### src/rtl/sram_pkg.sv
// Shared constants for the SRAM arbiter: FSM state encoding, op codes and default widths.
package sram_pkg;

    typedef enum logic [1:0] {
        ST_IDLE  = 2'd0,
        ST_ISSUE = 2'd1,
        ST_WAIT  = 2'd2,
        ST_DONE  = 2'd3
    } state_e;

    localparam logic OP_READ  = 1'b0;
    localparam logic OP_WRITE = 1'b1;

    localparam int DEF_ADDR_W = 32;
    localparam int DEF_DATA_W = 32;
    localparam int DEF_STAT_W = 16;

endpackage

### src/rtl/rr_arb2.sv
// Combinational two-way round-robin picker: a lone requester wins, a tie goes to
// the master that was not granted last.
module rr_arb2 (
    input  logic [1:0] req,
    input  logic       last_grant,
    output logic       grant
);

    always_comb begin
        grant = last_grant;
        case (req)
            2'b01:   grant = 1'b0;
            2'b10:   grant = 1'b1;
            2'b11:   grant = ~last_grant;
            default: grant = last_grant;
        endcase
    end

endmodule

### src/rtl/sram_arbiter.sv
// Two-master round-robin arbiter in front of a single-ported SRAM controller.
// Optional grant/conflict counters are built when SRAM_ARB_STATS_EN is defined.
module sram_arbiter
    import sram_pkg::*;
#(
    parameter int ADDR_W = DEF_ADDR_W,
    parameter int DATA_W = DEF_DATA_W
`ifdef SRAM_ARB_STATS_EN
    ,
    parameter int STAT_W = DEF_STAT_W
`endif
) (
    input  logic              clk,
    input  logic              rst,
    input  logic              m0_read_en,
    input  logic              m0_write_en,
    input  logic [ADDR_W-1:0] m0_address,
    input  logic [DATA_W-1:0] m0_wdata,
    output logic [DATA_W-1:0] m0_rdata,
    output logic              m0_done,
    output logic              m0_stall,
    input  logic              m1_read_en,
    input  logic              m1_write_en,
    input  logic [ADDR_W-1:0] m1_address,
    input  logic [DATA_W-1:0] m1_wdata,
    output logic [DATA_W-1:0] m1_rdata,
    output logic              m1_done,
    output logic              m1_stall,
    output logic              mem_read_en,
    output logic              mem_write_en,
    output logic [ADDR_W-1:0] mem_address,
    output logic [DATA_W-1:0] mem_wdata,
    input  logic [DATA_W-1:0] mem_rdata,
    input  logic              mem_ready
`ifdef SRAM_ARB_STATS_EN
    ,
    output logic [STAT_W-1:0] m0_grant_cnt,
    output logic [STAT_W-1:0] m1_grant_cnt,
    output logic [STAT_W-1:0] conflict_cnt
`endif
);

    state_e              state_q, state_d;
    logic                grant_q, grant_d;
    logic                last_grant_q, last_grant_d;
    logic                op_q, op_d;
    logic                seen_busy_q, seen_busy_d;
    logic                mem_read_en_q, mem_read_en_d;
    logic                mem_write_en_q, mem_write_en_d;
    logic [ADDR_W-1:0]   mem_address_q, mem_address_d;
    logic [DATA_W-1:0]   mem_wdata_q, mem_wdata_d;
    logic                m0_done_q, m0_done_d;
    logic                m1_done_q, m1_done_d;
    logic [DATA_W-1:0]   m0_rdata_q, m0_rdata_d;
    logic [DATA_W-1:0]   m1_rdata_q, m1_rdata_d;
`ifdef SRAM_ARB_STATS_EN
    logic [STAT_W-1:0]   m0_grant_cnt_q, m0_grant_cnt_d;
    logic [STAT_W-1:0]   m1_grant_cnt_q, m1_grant_cnt_d;
    logic [STAT_W-1:0]   conflict_cnt_q, conflict_cnt_d;
`endif

    logic [1:0] req;
    logic       pick;
    logic       sel_write;

    assign req       = {m1_read_en | m1_write_en, m0_read_en | m0_write_en};
    // A master raising both enables is treated as a write.
    assign sel_write = pick ? m1_write_en : m0_write_en;

    rr_arb2 u_rr_arb2 (
        .req        (req),
        .last_grant (last_grant_q),
        .grant      (pick)
    );

    always_ff @(posedge clk) begin
        if (rst) begin
            state_q        <= ST_IDLE;
            grant_q        <= 1'b0;
            last_grant_q   <= 1'b1;
            op_q           <= OP_READ;
            seen_busy_q    <= 1'b0;
            mem_read_en_q  <= 1'b0;
            mem_write_en_q <= 1'b0;
            mem_address_q  <= '0;
            mem_wdata_q    <= '0;
            m0_done_q      <= 1'b0;
            m1_done_q      <= 1'b0;
            m0_rdata_q     <= '0;
            m1_rdata_q     <= '0;
`ifdef SRAM_ARB_STATS_EN
            m0_grant_cnt_q <= '0;
            m1_grant_cnt_q <= '0;
            conflict_cnt_q <= '0;
`endif
        end else begin
            state_q        <= state_d;
            grant_q        <= grant_d;
            last_grant_q   <= last_grant_d;
            op_q           <= op_d;
            seen_busy_q    <= seen_busy_d;
            mem_read_en_q  <= mem_read_en_d;
            mem_write_en_q <= mem_write_en_d;
            mem_address_q  <= mem_address_d;
            mem_wdata_q    <= mem_wdata_d;
            m0_done_q      <= m0_done_d;
            m1_done_q      <= m1_done_d;
            m0_rdata_q     <= m0_rdata_d;
            m1_rdata_q     <= m1_rdata_d;
`ifdef SRAM_ARB_STATS_EN
            m0_grant_cnt_q <= m0_grant_cnt_d;
            m1_grant_cnt_q <= m1_grant_cnt_d;
            conflict_cnt_q <= conflict_cnt_d;
`endif
        end
    end

    always_comb begin
        state_d        = state_q;
        grant_d        = grant_q;
        last_grant_d   = last_grant_q;
        op_d           = op_q;
        seen_busy_d    = seen_busy_q;
        mem_read_en_d  = 1'b0;
        mem_write_en_d = 1'b0;
        mem_address_d  = mem_address_q;
        mem_wdata_d    = mem_wdata_q;
        m0_done_d      = 1'b0;
        m1_done_d      = 1'b0;
        m0_rdata_d     = m0_rdata_q;
        m1_rdata_d     = m1_rdata_q;
`ifdef SRAM_ARB_STATS_EN
        m0_grant_cnt_d = m0_grant_cnt_q;
        m1_grant_cnt_d = m1_grant_cnt_q;
        conflict_cnt_d = conflict_cnt_q;
`endif

        case (state_q)
            ST_IDLE: begin
`ifdef SRAM_ARB_STATS_EN
                if (mem_ready && (&req))
                    conflict_cnt_d = conflict_cnt_q + 1'b1;
`endif
                if (mem_ready && (|req)) begin
                    grant_d        = pick;
                    op_d           = sel_write ? OP_WRITE : OP_READ;
                    mem_address_d  = pick ? m1_address : m0_address;
                    mem_wdata_d    = pick ? m1_wdata : m0_wdata;
                    mem_read_en_d  = ~sel_write;
                    mem_write_en_d = sel_write;
                    seen_busy_d    = 1'b0;
                    state_d        = ST_ISSUE;
`ifdef SRAM_ARB_STATS_EN
                    if (!pick && (m0_grant_cnt_q != '1))
                        m0_grant_cnt_d = m0_grant_cnt_q + 1'b1;
                    if (pick && (m1_grant_cnt_q != '1))
                        m1_grant_cnt_d = m1_grant_cnt_q + 1'b1;
`endif
                end
            end
            ST_ISSUE: state_d = ST_WAIT;
            ST_WAIT: begin
                // Completion needs a ready that first dropped; a constant ready means nothing.
                if (!mem_ready) begin
                    seen_busy_d = 1'b1;
                end else if (seen_busy_q) begin
                    state_d = ST_DONE;
                    if (grant_q) begin
                        m1_done_d = 1'b1;
                        if (op_q == OP_READ)
                            m1_rdata_d = mem_rdata;
                    end else begin
                        m0_done_d = 1'b1;
                        if (op_q == OP_READ)
                            m0_rdata_d = mem_rdata;
                    end
                end
            end
            ST_DONE: begin
                last_grant_d = grant_q;
                state_d      = ST_IDLE;
            end
            default: state_d = ST_IDLE;
        endcase
    end

    assign mem_read_en  = mem_read_en_q;
    assign mem_write_en = mem_write_en_q;
    assign mem_address  = mem_address_q;
    assign mem_wdata    = mem_wdata_q;
    assign m0_done      = m0_done_q;
    assign m1_done      = m1_done_q;
    assign m0_rdata     = m0_rdata_q;
    assign m1_rdata     = m1_rdata_q;
    assign m0_stall     = (m0_read_en | m0_write_en) & ~m0_done_q;
    assign m1_stall     = (m1_read_en | m1_write_en) & ~m1_done_q;
`ifdef SRAM_ARB_STATS_EN
    assign m0_grant_cnt = m0_grant_cnt_q;
    assign m1_grant_cnt = m1_grant_cnt_q;
    assign conflict_cnt = conflict_cnt_q;
`endif

endmodule
### config.mk
export PLATFORM = sky130hd
export DESIGN_NAME = sram_arbiter
export DESIGN_NICKNAME = d
export VERILOG_FILES = /design/src/rtl/sram_pkg.sv /design/src/rtl/rr_arb2.sv /design/src/rtl/sram_arbiter.sv
export SDC_FILE = /design/constraint.sdc
export NUM_CORES = 1
export LEC_CHECK = 0
export ABC_AREA = 1
export CAP_MARGIN = 0
export CORE_ASPECT_RATIO = 0.75
export CORE_MARGIN = 5
export CORE_UTILIZATION = 44
export DETAILED_ROUTE_END_ITERATION = 16
export HOLD_SLACK_MARGIN = 0.02
export PLACE_DENSITY = 0.88
export SLEW_MARGIN = 40
export SYNTH_ARGS = -nofsm -noshare
export SYNTH_HDL_FRONTEND = slang
export SYNTH_SLANG_ARGS = --single-unit
### constraint.sdc
create_clock -name clk -period 2.2 [get_ports clk]
set_input_delay 0.22 -clock clk [delete_from_list [all_inputs] [get_ports clk]]
set_output_delay 0.22 -clock clk [all_outputs]
set_load 0.05 [all_outputs]
==> key figures <==
Clocking
  • Clock slew at reported path FFs: 0.06 ns
  • CTS H-tree depth: 4
  • Setup bufs post-CTS: 0
  • Post-cts gate resize count: 0
  • Clk sinks: 138
  • CTS Hold Bufs: 0
  • CTS buffer count: 17
  • CTS tree: done
  • Maximum clock path buffer count: 2
  • Skew-Pair Late Insertion Delay: 0.41 ns
  • Root Driver: clkbuf_16

Synthesis
  • Netlist cell types: 21
  • Seq/Total Area, Yosys: 0.444
  • Synthesized flop and latch total: 138
  • Syn. warnings: 0
  • Avg Cell Area, Syn: 6.89 um^2
  • Syn nets: 1,074
  • Synth Instances: 903
  • Syn Std Cell Area: 6220 um^2

Worst setup path
  • Worst r2r src: state_q[0]
  • Critical Path Start Type: flip-flop
  • RR Endpoint: m1_rdata[11]
  • Critical path endpoint: m1_done
  • Crit path cell chain: clkdlybuf4s50_1
  • WP data required: 1.98 ns
  • Bufs and invs on worst path: 1
  • FF-to-FF setup slack: 0.51 ns
  • Critical path startpoint: m1_done
  • Worst-path fanout max: 2
  • Worst Path Arrival: 1.61 ns
  • R2R depth: 7
  • Delay-heaviest family, CP: buffers and inverters
  • Slowest-stage cell, CP: clkdlybuf4s50_1
  • Stages on the worst setup path: 1
  • Setup CP Type: flip-flop to primary output
  • Crit end category: primary output
  • Worst path max stage delay: 0.85 ns

Power
  • Cell Pwr Density: 1020 nW/um^2
  • Worst vdd ir: 0.000601 V
  • LEAKAGE: 4.16 nW
  • Design Power: 10.0 mW

Finish
  • Finished Core Util: 0.713
  • Layout cell share with drive strength beyond 1: 0.0489
  • Layout area overhead: 58.2%
  • Post-route cell area: 9840 um^2
  • Fill cells: 1,089
  • Cell Count, Final, Fillers Out: 1,363
  • Fin nets: 1,347
  • Multi-input gate area: 2530 um^2
  • FF/Latch Area: 2760 um^2

Drt
  • DRT Pass-1 Iters: 5
  • Residual DRC: 0
  • Met3 wire length: 1690 um
  • Max layer used: met4
  • DRT iter0 DRCs: 466
  • DRT met1 WL: 8200 um
  • Via density per instance: 4.89
  • Per-cell routed wire length: 15.1 um
  • Met2 wire length: 10,100 um
  • Final Routed Wirelength: 20,600 um
  • Final ANT Viol Nets: 0
  • Total vias in the final route: 6,669

Timing
  • Worst Tran Pin Value: 0.623 ns
  • Crit path time final: 1.83 ns
  • RSZ-0062 raised after global routing: no
  • Setup TNS: 0 ns
  • Final Cycle Share: 0.833
  • Skew final: 0.0103 ns
  • Setup violators final: 0
  • Rel. slew slack: 0.583
  • Final worst slack: 0.367 ns
  • Maximum clock rate: 0.546 GHz
  • Fin. max-slew vios: 0
  • Fin. Hold Viols: 0
  • Hold slack: 0.144 ns

Placed design
  • Final estimated routing congestion in global placement: 0.857
  • Dpl cell area: 9250 um^2
  • Place WS: 0.369 ns
  • Detail Placement HPWL: 15,400 um
  • PortBufs: 300
  • Cell count after placement: 1,332

Floorplanning
  • Num rows: 37
  • Chip width: 147 um
  • Core Area: 13,800 um^2
  • Die area: 16,600 um^2
  • Initial Util: 0.451
  • Die Height: 113 um
  • Ports: 301

Global routing
  • Vias in the first global route: 6,364
  • Gr ovfl total: 0
  • Largest net degree at the start of global routing: 58
  • First-pass GRT wire length: 32,400 um
  • Total track usage: 0.240
  • Initial antenna violation count: 0

Flow run
  • Number of max-cap violations: 0

Worst hold path
  • Hold WC Path Type: input port to flip-flop

Status
  • Status: completed
[cell usage in the layout, fill, tap and decap left out, types with 2 or more instances in the layout]
cell	instances
bufinv_16	3
nor4_1	2
nor2_4	2
inv_1	138
o21ai_0	5
inv_2	2
clkinv_2	2
dfxtp_1	138
nand2_2	3
clkbuf_1	2
buf_12	8
clkbuf_16	17
nor2_2	3
buf_4	11
ha_1	4
nor2_1	7
clkdlybuf4s50_1	297
nand2_1	272
a21oi_1	132
nand3_1	130
clkinv_4	4
clkinvlp_4	2
[layout make-up]
type | instances | share of cell area
Timing Repair Buffer | 316 | 0.327
Sequential cell | 138 | 0.281
Multi-Input combinational cell | 563 | 0.257
Inverter | 140 | 0.0534
Clock buffer | 19 | 0.0440
Tap cell | 175 | 0.0223
Clock inverter | 11 | 0.0153
Antenna cell | 1 | 0.000254
[where the power goes]
group | switching (mW) | internal (mW) | leakage, nW
Sequential | 0.196 | 2.88 | 1.13
Clock | 1.07 | 1.77 | 0.279
Combinational | 2.71 | 1.42 | 2.75
Total | 3.98 | 6.07 | 4.16
[flip-flops by register name (all words and copies together) (netlist names)]
signal	flops
m0_done	1
m1_rdata	32
op_q	1
mem_address	32
seen_busy_q	1
last_grant_q	1
mem_read_en	1
state_q	2
m0_rdata	32
mem_write_en	1
grant_q	1
m1_done	1
mem_wdata	32
[cell families after synthesis]
logic type | Yosys count | share of synthesized area
flops | 138 | 0.444
fa+ha+maj | 4 | 0.00805
compound gates | 138 | 0.111
buf+inv | 202 | 0.150
simple gates | 421 | 0.286
[how the worst min path moves through the flow]
stage             startpoint           end  depth (start not counted)
2_1_floorplan  mem_rdata[21]  m1_rdata[21]                          2
3_3_place_gp     m0_rdata[5]   m0_rdata[5]                          2
3_5_place_dp    m0_rdata[17]  m0_rdata[17]                          2
4_1_cts                  rst       grant_q                          2
5_1_grt                  rst       grant_q                          2
6_report                 rst       grant_q                          2
[Yosys cell counts (all sizes together)]
cell	count	area (um^2)
a21oi	132	661
o21ai	5	25.0
dfxtp	138	2760
nor3	1	5.00
nor4	2	12.5
inv	140	526
nand3	131	661
nor2	12	67.6
clkbuf	13	48.8
ha	4	50.1
o21a	1	7.51
buf	49	357
nand2	275	1030
[worst reg2reg max path, delay by kind of cell (launching register included)]
family | cells | cell delay [ns]
AO/OA/AOI/OAI | 1 | 0.17
adder cells (fa/ha/maj) | 1 | 0.24
buffers and inverters | 3 | 0.47
flip-flops | 1 | 0.33
AND/OR/NAND/NOR | 2 | 0.43
[metal layers]
layer | vias to the layer above | global-route usage
li1 | 3362 | -
met1 | 2977 | 0.290
met2 | 286 | 0.403
met3 | 44 | 0.0737
met4 | 0 | 0.0981
met5 | - | 0
No activity file was read; power rests on OpenSTA's default activity.
